===== src/rtl/arbitro_reg_rr_pkg.sv =====
// Shared state encoding and default sizing for the round-robin register arbiter.
// Imported by the interface, the flip-flop bank and the arbiter top.
package arbitro_reg_rr_pkg;

  // 2'b11 is unused and drops back to OCIOSO if it ever appears.
  typedef enum logic [1:0] {
    OCIOSO   = 2'b00,
    CARGA    = 2'b01,
    CONFIRMA = 2'b10
  } state_t;

  localparam int DEF_N_REQ = 4;
  localparam int DEF_WIDTH = 8;
  localparam int DEF_IDX_W = 2;

endpackage


===== src/rtl/arbitro_reg_rr_if.sv =====
// Requester-side bundle: level requests and data in; grant, ack, owner and stored value out.
// The master modport is the requester view, the slave modport is the arbiter view.
interface arbitro_reg_rr_if
  import arbitro_reg_rr_pkg::*;
#(
  parameter int N_REQ = DEF_N_REQ,
  parameter int WIDTH = DEF_WIDTH,
  parameter int IDX_W = DEF_IDX_W
) ();

  logic [N_REQ-1:0]       req;
  logic [N_REQ*WIDTH-1:0] wdata;
  logic [N_REQ-1:0]       gnt;
  logic                   ack;
  logic [IDX_W-1:0]       owner;
  logic                   busy;
  logic [WIDTH-1:0]       q;
  logic [WIDTH-1:0]       qn;

  modport master (
    output req, wdata,
    input  gnt, ack, owner, busy, q, qn
  );

  modport slave (
    input  req, wdata,
    output gnt, ack, owner, busy, q, qn
  );

endinterface


===== src/rtl/arbitro_reg_rr_registrador_ffd.sv =====
// WIDTH-bit D flip-flop bank with load enable and synchronous clear; q visible one edge after en.
// No flow control: holds its value whenever en is low, clr wins over en.
module registrador_ffd
  import arbitro_reg_rr_pkg::*;
#(
  parameter int WIDTH = DEF_WIDTH
) (
  input  logic             clk,
  input  logic             clr,
  input  logic             en,
  input  logic [WIDTH-1:0] d,
  output logic [WIDTH-1:0] q,
  output logic [WIDTH-1:0] qn
);

  always_ff @(posedge clk) begin
    if (clr) begin
      q <= '0;
    end else if (en) begin
      q <= d;
    end
  end

  assign qn = ~q;

endmodule


===== src/rtl/arbitro_reg_rr.sv =====
// Round-robin arbiter and load sequencer for one shared register: grant after E0, load+ack after E1, release after E2.
// One transfer per 3 cycles; losing requesters just keep req high and are served in rotating order.
module arbitro_reg_rr
  import arbitro_reg_rr_pkg::*;
#(
  parameter int N_REQ = DEF_N_REQ,
  parameter int WIDTH = DEF_WIDTH,
  parameter int IDX_W = DEF_IDX_W
) (
  input logic             clk,
  input logic             clr,
  arbitro_reg_rr_if.slave bus
);

  localparam logic [IDX_W:0]   N_REQ_X  = (IDX_W+1)'(N_REQ);
  localparam logic [IDX_W-1:0] LAST_IDX = IDX_W'(N_REQ - 1);

  state_t           state_q, state_d;
  logic [N_REQ-1:0] gnt_q, gnt_d;
  logic [IDX_W-1:0] owner_q, owner_d;
  logic [IDX_W-1:0] ptr_q, ptr_d;
  logic             ack_q, ack_d;
  logic             ld_en;

  logic [N_REQ-1:0] req_rot;
  logic             win_vld;
  logic [IDX_W:0]   win_sum;
  logic [IDX_W-1:0] win_idx;
  logic [WIDTH-1:0] wsel;
  logic [WIDTH-1:0] q_int;
  logic [WIDTH-1:0] qn_int;

  // Rotate the request vector so bit 0 is the requester at ptr; the lowest set bit is the winner's offset.
  assign req_rot = N_REQ'({bus.req, bus.req} >> ptr_q);

  always_comb begin
    win_vld = 1'b0;
    win_sum = '0;
    for (int k = N_REQ - 1; k >= 0; k--) begin
      if (req_rot[k]) begin
        win_vld = 1'b1;
        win_sum = {1'b0, ptr_q} + (IDX_W+1)'(k);
      end
    end
    win_idx = (win_sum >= N_REQ_X) ? IDX_W'(win_sum - N_REQ_X) : win_sum[IDX_W-1:0];
  end

  always_comb begin
    wsel = '0;
    for (int k = 0; k < N_REQ; k++) begin
      if (owner_q == IDX_W'(k)) begin
        wsel = bus.wdata[k*WIDTH +: WIDTH];
      end
    end
  end

  always_comb begin
    state_d = state_q;
    gnt_d   = gnt_q;
    owner_d = owner_q;
    ptr_d   = ptr_q;
    ack_d   = 1'b0;
    ld_en   = 1'b0;
    case (state_q)
      OCIOSO: begin
        gnt_d = '0;
        if (win_vld) begin
          gnt_d   = N_REQ'(1) << win_idx;
          owner_d = win_idx;
          state_d = CARGA;
        end
      end
      CARGA: begin
        ld_en   = 1'b1;
        ack_d   = 1'b1;
        state_d = CONFIRMA;
      end
      CONFIRMA: begin
        gnt_d   = '0;
        ptr_d   = (owner_q == LAST_IDX) ? '0 : owner_q + IDX_W'(1);
        state_d = OCIOSO;
      end
      default: begin
        gnt_d   = '0;
        state_d = OCIOSO;
      end
    endcase
  end

  always_ff @(posedge clk) begin
    if (clr) begin
      state_q <= OCIOSO;
      gnt_q   <= '0;
      owner_q <= '0;
      ptr_q   <= '0;
      ack_q   <= 1'b0;
    end else begin
      state_q <= state_d;
      gnt_q   <= gnt_d;
      owner_q <= owner_d;
      ptr_q   <= ptr_d;
      ack_q   <= ack_d;
    end
  end

  registrador_ffd #(
    .WIDTH(WIDTH)
  ) u_reg (
    .clk(clk),
    .clr(clr),
    .en (ld_en),
    .d  (wsel),
    .q  (q_int),
    .qn (qn_int)
  );

  assign bus.gnt   = gnt_q;
  assign bus.ack   = ack_q;
  assign bus.owner = owner_q;
  assign bus.busy  = (state_q != OCIOSO);
  assign bus.q     = q_int;
  assign bus.qn    = qn_int;

endmodule


===== src/flat_wrapper.sv =====
// flat-port wrapper written by rule: the top's interface ports become plain ports
module arbitro_reg_rr_flat import arbitro_reg_rr_pkg::*;
#(
  parameter int N_REQ = DEF_N_REQ,
  parameter int WIDTH = DEF_WIDTH,
  parameter int IDX_W = DEF_IDX_W
)
  (clk, clr, bus_req, bus_wdata, bus_gnt, bus_ack, bus_owner, bus_busy, bus_q, bus_qn);
  arbitro_reg_rr_if #(.N_REQ(N_REQ), .WIDTH(WIDTH), .IDX_W(IDX_W)) bus_i ();
  input logic clk;
  input logic clr;
  input wire logic [$bits(bus_i.req)-1:0] bus_req;
  input wire logic [$bits(bus_i.wdata)-1:0] bus_wdata;
  output wire logic [$bits(bus_i.gnt)-1:0] bus_gnt;
  output wire logic [$bits(bus_i.ack)-1:0] bus_ack;
  output wire logic [$bits(bus_i.owner)-1:0] bus_owner;
  output wire logic [$bits(bus_i.busy)-1:0] bus_busy;
  output wire logic [$bits(bus_i.q)-1:0] bus_q;
  output wire logic [$bits(bus_i.qn)-1:0] bus_qn;
  assign bus_i.req = bus_req;
  assign bus_i.wdata = bus_wdata;
  assign bus_gnt = bus_i.gnt;
  assign bus_ack = bus_i.ack;
  assign bus_owner = bus_i.owner;
  assign bus_busy = bus_i.busy;
  assign bus_q = bus_i.q;
  assign bus_qn = bus_i.qn;
  arbitro_reg_rr #(.N_REQ(N_REQ), .WIDTH(WIDTH), .IDX_W(IDX_W)) u_core (.clk(clk), .clr(clr), .bus(bus_i));
endmodule

===== config.mk =====
export PLATFORM = sky130hd
export DESIGN_NAME = arbitro_reg_rr_flat
export DESIGN_NICKNAME = d
export VERILOG_FILES = /design/src/rtl/arbitro_reg_rr_pkg.sv /design/src/rtl/arbitro_reg_rr_if.sv /design/src/rtl/arbitro_reg_rr_registrador_ffd.sv /design/src/rtl/arbitro_reg_rr.sv /design/src/flat_wrapper.sv
export SDC_FILE = /design/constraint.sdc
export NUM_CORES = 1
export LEC_CHECK = 0
export CAP_MARGIN = 15
export CORE_MARGIN = 4
export CORE_UTILIZATION = 38
export DETAILED_ROUTE_END_ITERATION = 8
export HOLD_SLACK_MARGIN = 0.03
export PLACE_DENSITY_LB_ADDON = 0.3
export SLEW_MARGIN = 20
export SYNTH_ARGS = -nofsm -noshare
export SYNTH_HDL_FRONTEND = slang
export SYNTH_SLANG_ARGS = --single-unit
export TNS_END_PERCENT = 10

===== constraint.sdc =====
create_clock -name clk -period 2.01 [get_ports clk]
set_clock_uncertainty 0.1 [all_clocks]
set_input_delay 0.402 -clock clk [delete_from_list [all_inputs] [get_ports clk]]
set_output_delay 0.402 -clock clk [all_outputs]
set_load 0.05 [all_outputs]

==> flow_summary.json, run 1 <==
{
  "seq_area_um2": 383,
  "cts_resized": 0,
  "clockBufferDepth": 2,
  "first_global_vias": 1121,
  "cts_tree": "built",
  "synth.avg_cell_area_um2": 7.82,
  "yosys.area.top_type": "dfxtp_1",
  "synth_edf_count": 0,
  "synth_area_leaders": "dfxtp_1 34%, a21oi_1 9.9%, inv_1 6.4%",
  "avgRoutedWirePerCell_um": 14.1,
  "vdd_drop_max_uv": 506,
  "yosys.area.top_type_share": 0.342,
  "fmax_ghz": 0.510,
  "cp.depth": 1,
  "ys_seq_area_frac": 0.342,
  "postCtsSetupBuffers": 0,
  "initial_core_util": 0.399,
  "hold_viol_final": 0,
  "grt_pass1_wl_um": 4980,
  "numCtsBuffers": 3,
  "path_cells": "clkdlybuf4s50_1",
  "synth_ff_type": "dfxtp_1",
  "required_ns": 1.51,
  "die_y_um": 62.1,
  "place_congestion": 0.838,
  "drt.antenna.violating_nets": 0,
  "hpwl_um": 2670,
  "fin_area_um2": 1760,
  "vias_per_cell": 5.28,
  "rsz0062_at_grt": "false",
  "synth.most_common_cell": "a21oi_1",
  "ys_top_cells_by_count": "22 x a21oi_1, 19 x dfxtp_1, 19 x inv_1",
  "syn_inst": 142,
  "root_buffer": "clkbuf_4",
  "synthArstFlopShare": 0,
  "status": "complete, no violations",
  "num_antenna_cells": 0,
  "power.density_nw_per_um2": 648,
  "path_clk_slew_ns": 0.11,
  "min_period_ns": 1.96,
  "postCtsHoldBufs": 0,
  "rr_worst_depth": 4,
  "die_w_um": 62.1,
  "cap_viol_max_count": 0,
  "hold_class": "flop to flop",
  "dr.pass1.iters": 5,
  "ios": 62,
  "grt_max_degree": 19,
  "ys_ff_latch": 19,
  "grt.total_usage": 0.170,
  "synth_area_um2": 1110,
  "core-area_um2": 2780,
  "antenna_found_initial": 0,
  "fill_cells": 254,
  "final_nets": 244,
  "critPathLaunchType": "flop",
  "ctsHtreeMaxLevel": 1,
  "cpPeakStageDelay_ns": 0.81,
  "worst_pin_slew_ns": 0.640,
  "io_buffers": 61,
  "whs_path_depth": 2,
  "critPathMaxFanout": 2,
  "vias": 1224,
  "synth_warnings": 0,
  "period_share": 0.976,
  "die-area_um2": 3850,
  "end_kind": "output port",
  "clk_latency_ns": 0.30,
  "drt_iter0_markers": 46,
  "overflow": 0,
  "r2r_setup_slack_ns": 0.19,
  "crit_buf_inv": 1,
  "rows": 19,
  "place_area_um2": 1730,
  "relSlewSlack": 0.573,
  "wl_um": 3270,
  "p_leak_uw": 0.000732,
  "slowest_stage": "clkdlybuf4s50_1",
  "areaGrowthSynthToFinish_pct": 58.3,
  "setup_viol": 0,
  "multi_input_area_um2": 609,
  "synth_cell_type_count": 29,
  "power_uw": 1140,
  "worstSetupPathType": "flop to output port",
  "post-route-drc-count": 0,
  "drv_slew": 0,
  "crit_family": "buffers and inverters",
  "final_layout_size_suffix_gt1_frac": 0.139,
  "cp_data_arrival_time_ns": 1.46,
  "cts.sinks": 19,
  "synth_nets": 184
}
[flip-flops by register name, summed over array words and instances, names as in the netlist]
name	flops
u_core.u_reg.q	8
u_core.bus.ack	1
u_core.bus.gnt	4
u_core.bus.owner	2
u_core.state_q	2
u_core.ptr_q	2
[metal layers]
layer  global-route usage  vias to the layer above  part of all wire
met2                0.306                       41              0.52
met3               0.0455                        0             0.081
li1                     -                      621                 -
met4               0.0152                        0                 0
met1                0.210                      562              0.40
met5                    0                        -                 0
[worst paths after layout]
path / start / end
worst max register to register: u_core.state_q[0] / u_core.bus.gnt[1]
worst min register to register: u_core.ptr_q[0] / u_core.ptr_q[0]
worst max-delay path: u_core.bus.gnt[2] / bus_gnt[2]
worst min-delay path: u_core.ptr_q[0] / u_core.ptr_q[0]
[stage by stage]
stage               utilization  hold slack (ns)  instances  TNS (ns)  worst slack (ns)
floorplan                     -            0.345        142         0            0.0670
global placement          0.620            0.362        228    -0.222            -0.108
detailed placement        0.620            0.374        228    -0.433            -0.168
CTS                       0.630            0.392        232         0            0.0260
global route              0.632            0.408        232         0           0.00129
finish                    0.632            0.392        232         0            0.0478
[power by group]
part           switching [uW]  total [uW]  internal (uW)
Combinational             309         514            206
Sequential               21.4         431            410
Clock                     118         195           77.3
Total                     448        1140            693
[layout make-up]
type / instances / area share
Clock buffer: 4 / 0.0149
Sequential cell: 19 / 0.218
Inverter: 19 / 0.0405
Multi-Input combinational cell: 92 / 0.346
Timing Repair Buffer: 67 / 0.358
Tap cell: 31 / 0.0220
[cells by family after synthesis]
logic type / synth area share
AOI/OAI and AO/OA: 0.332
buffers and inverters: 0.111
adders and majority gates: 0.0450
and+or+nand+nor: 0.151
DFF: 0.342
muxes: 0.0180
[placed cells by master (no fill, tap or decap)]
cell and instances:
buf_4 18, or3_1 1, a211oi_1 8, a221oi_1 8
nand3b_1 4, dfxtp_1 17, inv_1 19, nand2_1 12
dlymetal6s2s_1 2, or2_1 1, or2_4 1, nor3_1 1
nor4_1 1, o21a_1 1, o221ai_1 1, o22ai_1 1
ha_2 1, clkdlybuf4s50_1 47, o41ai_4 1, o22a_1 1
o41ai_1 2, dfxtp_2 2, o31ai_2 1, mux2i_1 2
nor3b_1 1, clkbuf_4 3, ha_1 3, nand2b_1 2
o21ai_0 8, or4_4 1, nor2_1 6, nor2b_1 1
a21oi_1 22, clkbuf_1 1
Note: power is estimated with default switching activity, not from simulation.
==> run 2: changes to the inputs <==
--- a/config.mk
+++ b/config.mk
@@ -6,9 +6,9 @@
 export NUM_CORES = 1
 export LEC_CHECK = 0
 export CAP_MARGIN = 15
-export CORE_MARGIN = 4
 export CORE_UTILIZATION = 38
 export DETAILED_ROUTE_END_ITERATION = 8
+export GPL_TIMING_DRIVEN = 0
 export HOLD_SLACK_MARGIN = 0.03
 export PLACE_DENSITY_LB_ADDON = 0.3
 export SLEW_MARGIN = 20
==> flow_summary.json, run 2 (synthesis results as in run 1) <==
{
  "p_sw_uw": 475,
  "grt_util_met3": 0.0326,
  "fmax_ghz": 0.506,
  "postCtsHoldBufs": 0,
  "worst_pin_slew_ns": 0.520,
  "final_nets": 250,
  "grt_max_degree": 13,
  "cts_tree": "built",
  "rr_worst_depth": 5,
  "crit_buf_inv": 1,
  "place_area_um2": 1760,
  "power.density_nw_per_um2": 640,
  "grt.total_usage": 0.226,
  "num_antenna_cells": 0,
  "hold_class": "flop to flop",
  "largest_register": "u_core.u_reg.q",
  "path_cells": "clkdlybuf4s50_1",
  "p_sw_frac": 0.411,
  "final_layout_size_suffix_gt1_frac": 0.0628,
  "areaGrowthSynthToFinish_pct": 62.4,
  "grt.met1_usage": 0.267,
  "drv_slew": 0,
  "p_seq_frac": 0.372,
  "crit_family": "buffers and inverters",
  "vias_per_cell": 5.40,
  "p_leak_uw": 0.000828,
  "path_clk_slew_ns": 0.12,
  "root_buffer": "clkbuf_4",
  "internal_power_uw": 680,
  "whs_path_depth": 2,
  "hpwl_um": 2720,
  "drt_iter0_markers": 43,
  "cap_viol_max_count": 0,
  "combPwrFrac": 0.444,
  "ctsHtreeMaxLevel": 1,
  "relSlewSlack": 0.652,
  "fin_cells": 238,
  "cp.depth": 1,
  "setup_viol": 0,
  "fill_cells": 246,
  "postCtsSetupBuffers": 0,
  "vdd_drop_max_uv": 528,
  "mostFrequentLayoutCell": "clkdlybuf4s50_1",
  "status": "complete, no violations",
  "clk_latency_ns": 0.31,
  "ios": 62,
  "die_y_um": 56.1,
  "critPathMaxFanout": 2,
  "avgRoutedWirePerCell_um": 14.5,
  "cpPeakStageDelay_ns": 0.80,
  "overflow": 0,
  "met2_usage": 0.405,
  "worstHoldStart": "u_core.ptr_q[0]",
  "critPathLaunchType": "flop",
  "placed_cells": 234,
  "vias": 1285,
  "drt.antenna.violating_nets": 0,
  "r2r-end": "u_core.bus.gnt[1]",
  "grt_pass1_wl_um": 5560,
  "initial_core_util": 0.403,
  "r2r_setup_slack_ns": 0.08,
  "rows": 19,
  "hold_viol_final": 0,
  "required_ns": 1.51,
  "numCtsBuffers": 3,
  "first_global_vias": 1257,
  "post-route-drc-count": 0,
  "worstSetupPathType": "flop to output port",
  "wl_um": 3450,
  "worstSetupStartpoint": "u_core.u_reg.q[6]",
  "cts.sinks": 19,
  "antenna_found_initial": 0,
  "io_buffers": 61,
  "power_uw": 1160,
  "core-area_um2": 2760,
  "fin_area_um2": 1800,
  "largest_reg_flops": 8,
  "end_kind": "output port",
  "endpoint": "bus_q[6]",
  "rsz0062_at_grt": "true",
  "r2r_start": "u_core.state_q[0]",
  "p_clk_frac": 0.184,
  "period_share": 0.984,
  "slowest_stage": "clkdlybuf4s50_1",
  "min_period_ns": 1.98,
  "cp_data_arrival_time_ns": 1.48,
  "die_w_um": 56.1,
  "clockBufferDepth": 2,
  "cts_resized": 14,
  "final_cell_mix": "39 x clkdlybuf4s50_1, 22 x a21oi_1, 19 x inv_1",
  "busiest_layer": "met2",
  "dr.pass1.iters": 4,
  "die-area_um2": 3140,
  "place_congestion": 0.856
}
==> run 2: through the flow <==
stage          hold slack [ns]  worst slack (ns)  setup TNS [ns]   util
6_report                 0.398            0.0326               0  0.654
3_5_place_dp             0.383            -0.379           -1.06  0.639
3_3_place_gp             0.363            -0.329          -0.875  0.639
4_1_cts                  0.399           -0.0277         -0.0277  0.645
2_1_floorplan            0.345            0.0670               0      -
5_1_grt                  0.417           -0.0452         -0.0783  0.654
==> run 2: metal layers <==
layer | routed length, um | vias to the layer above
met4 | 94 | 0
li1 | - | 635
met1 | 1380 | 603
met3 | 138 | 11
met2 | 1840 | 36
met5 | 0 | -
==> run 2: cell type report <==
cell class                      count  area [um^2]  share of cell area
Timing Repair Buffer               61          617               0.342
Multi-Input combinational cell     92          607               0.336
Sequential cell                    19          383               0.212
Inverter                           19         71.3              0.0395
Buffer                             12         57.6              0.0319
Tap cell                           31         38.8              0.0215
Clock buffer                        3         22.5              0.0125
Clock inverter                      1         7.51             0.00416
==> run 2: worst min path at each step <==
stage	to	slack (ns)
after floorplan	u_core.ptr_q[0]	0.35
after global placement	u_core.ptr_q[0]	0.36
after detailed placement	u_core.ptr_q[0]	0.38
after CTS	u_core.u_reg.q[7]	0.40
after global routing	u_core.ptr_q[0]	0.42
final	u_core.ptr_q[0]	0.40
==> run 2: power by group through the flow <==
stage	sequential, uW	combinational, uW	clock (uW)
floorplan	531	226	0
global placement	437	515	0
detailed placement	439	529	0
CTS	431	514	213
global route	435	543	229
finish	430	512	213
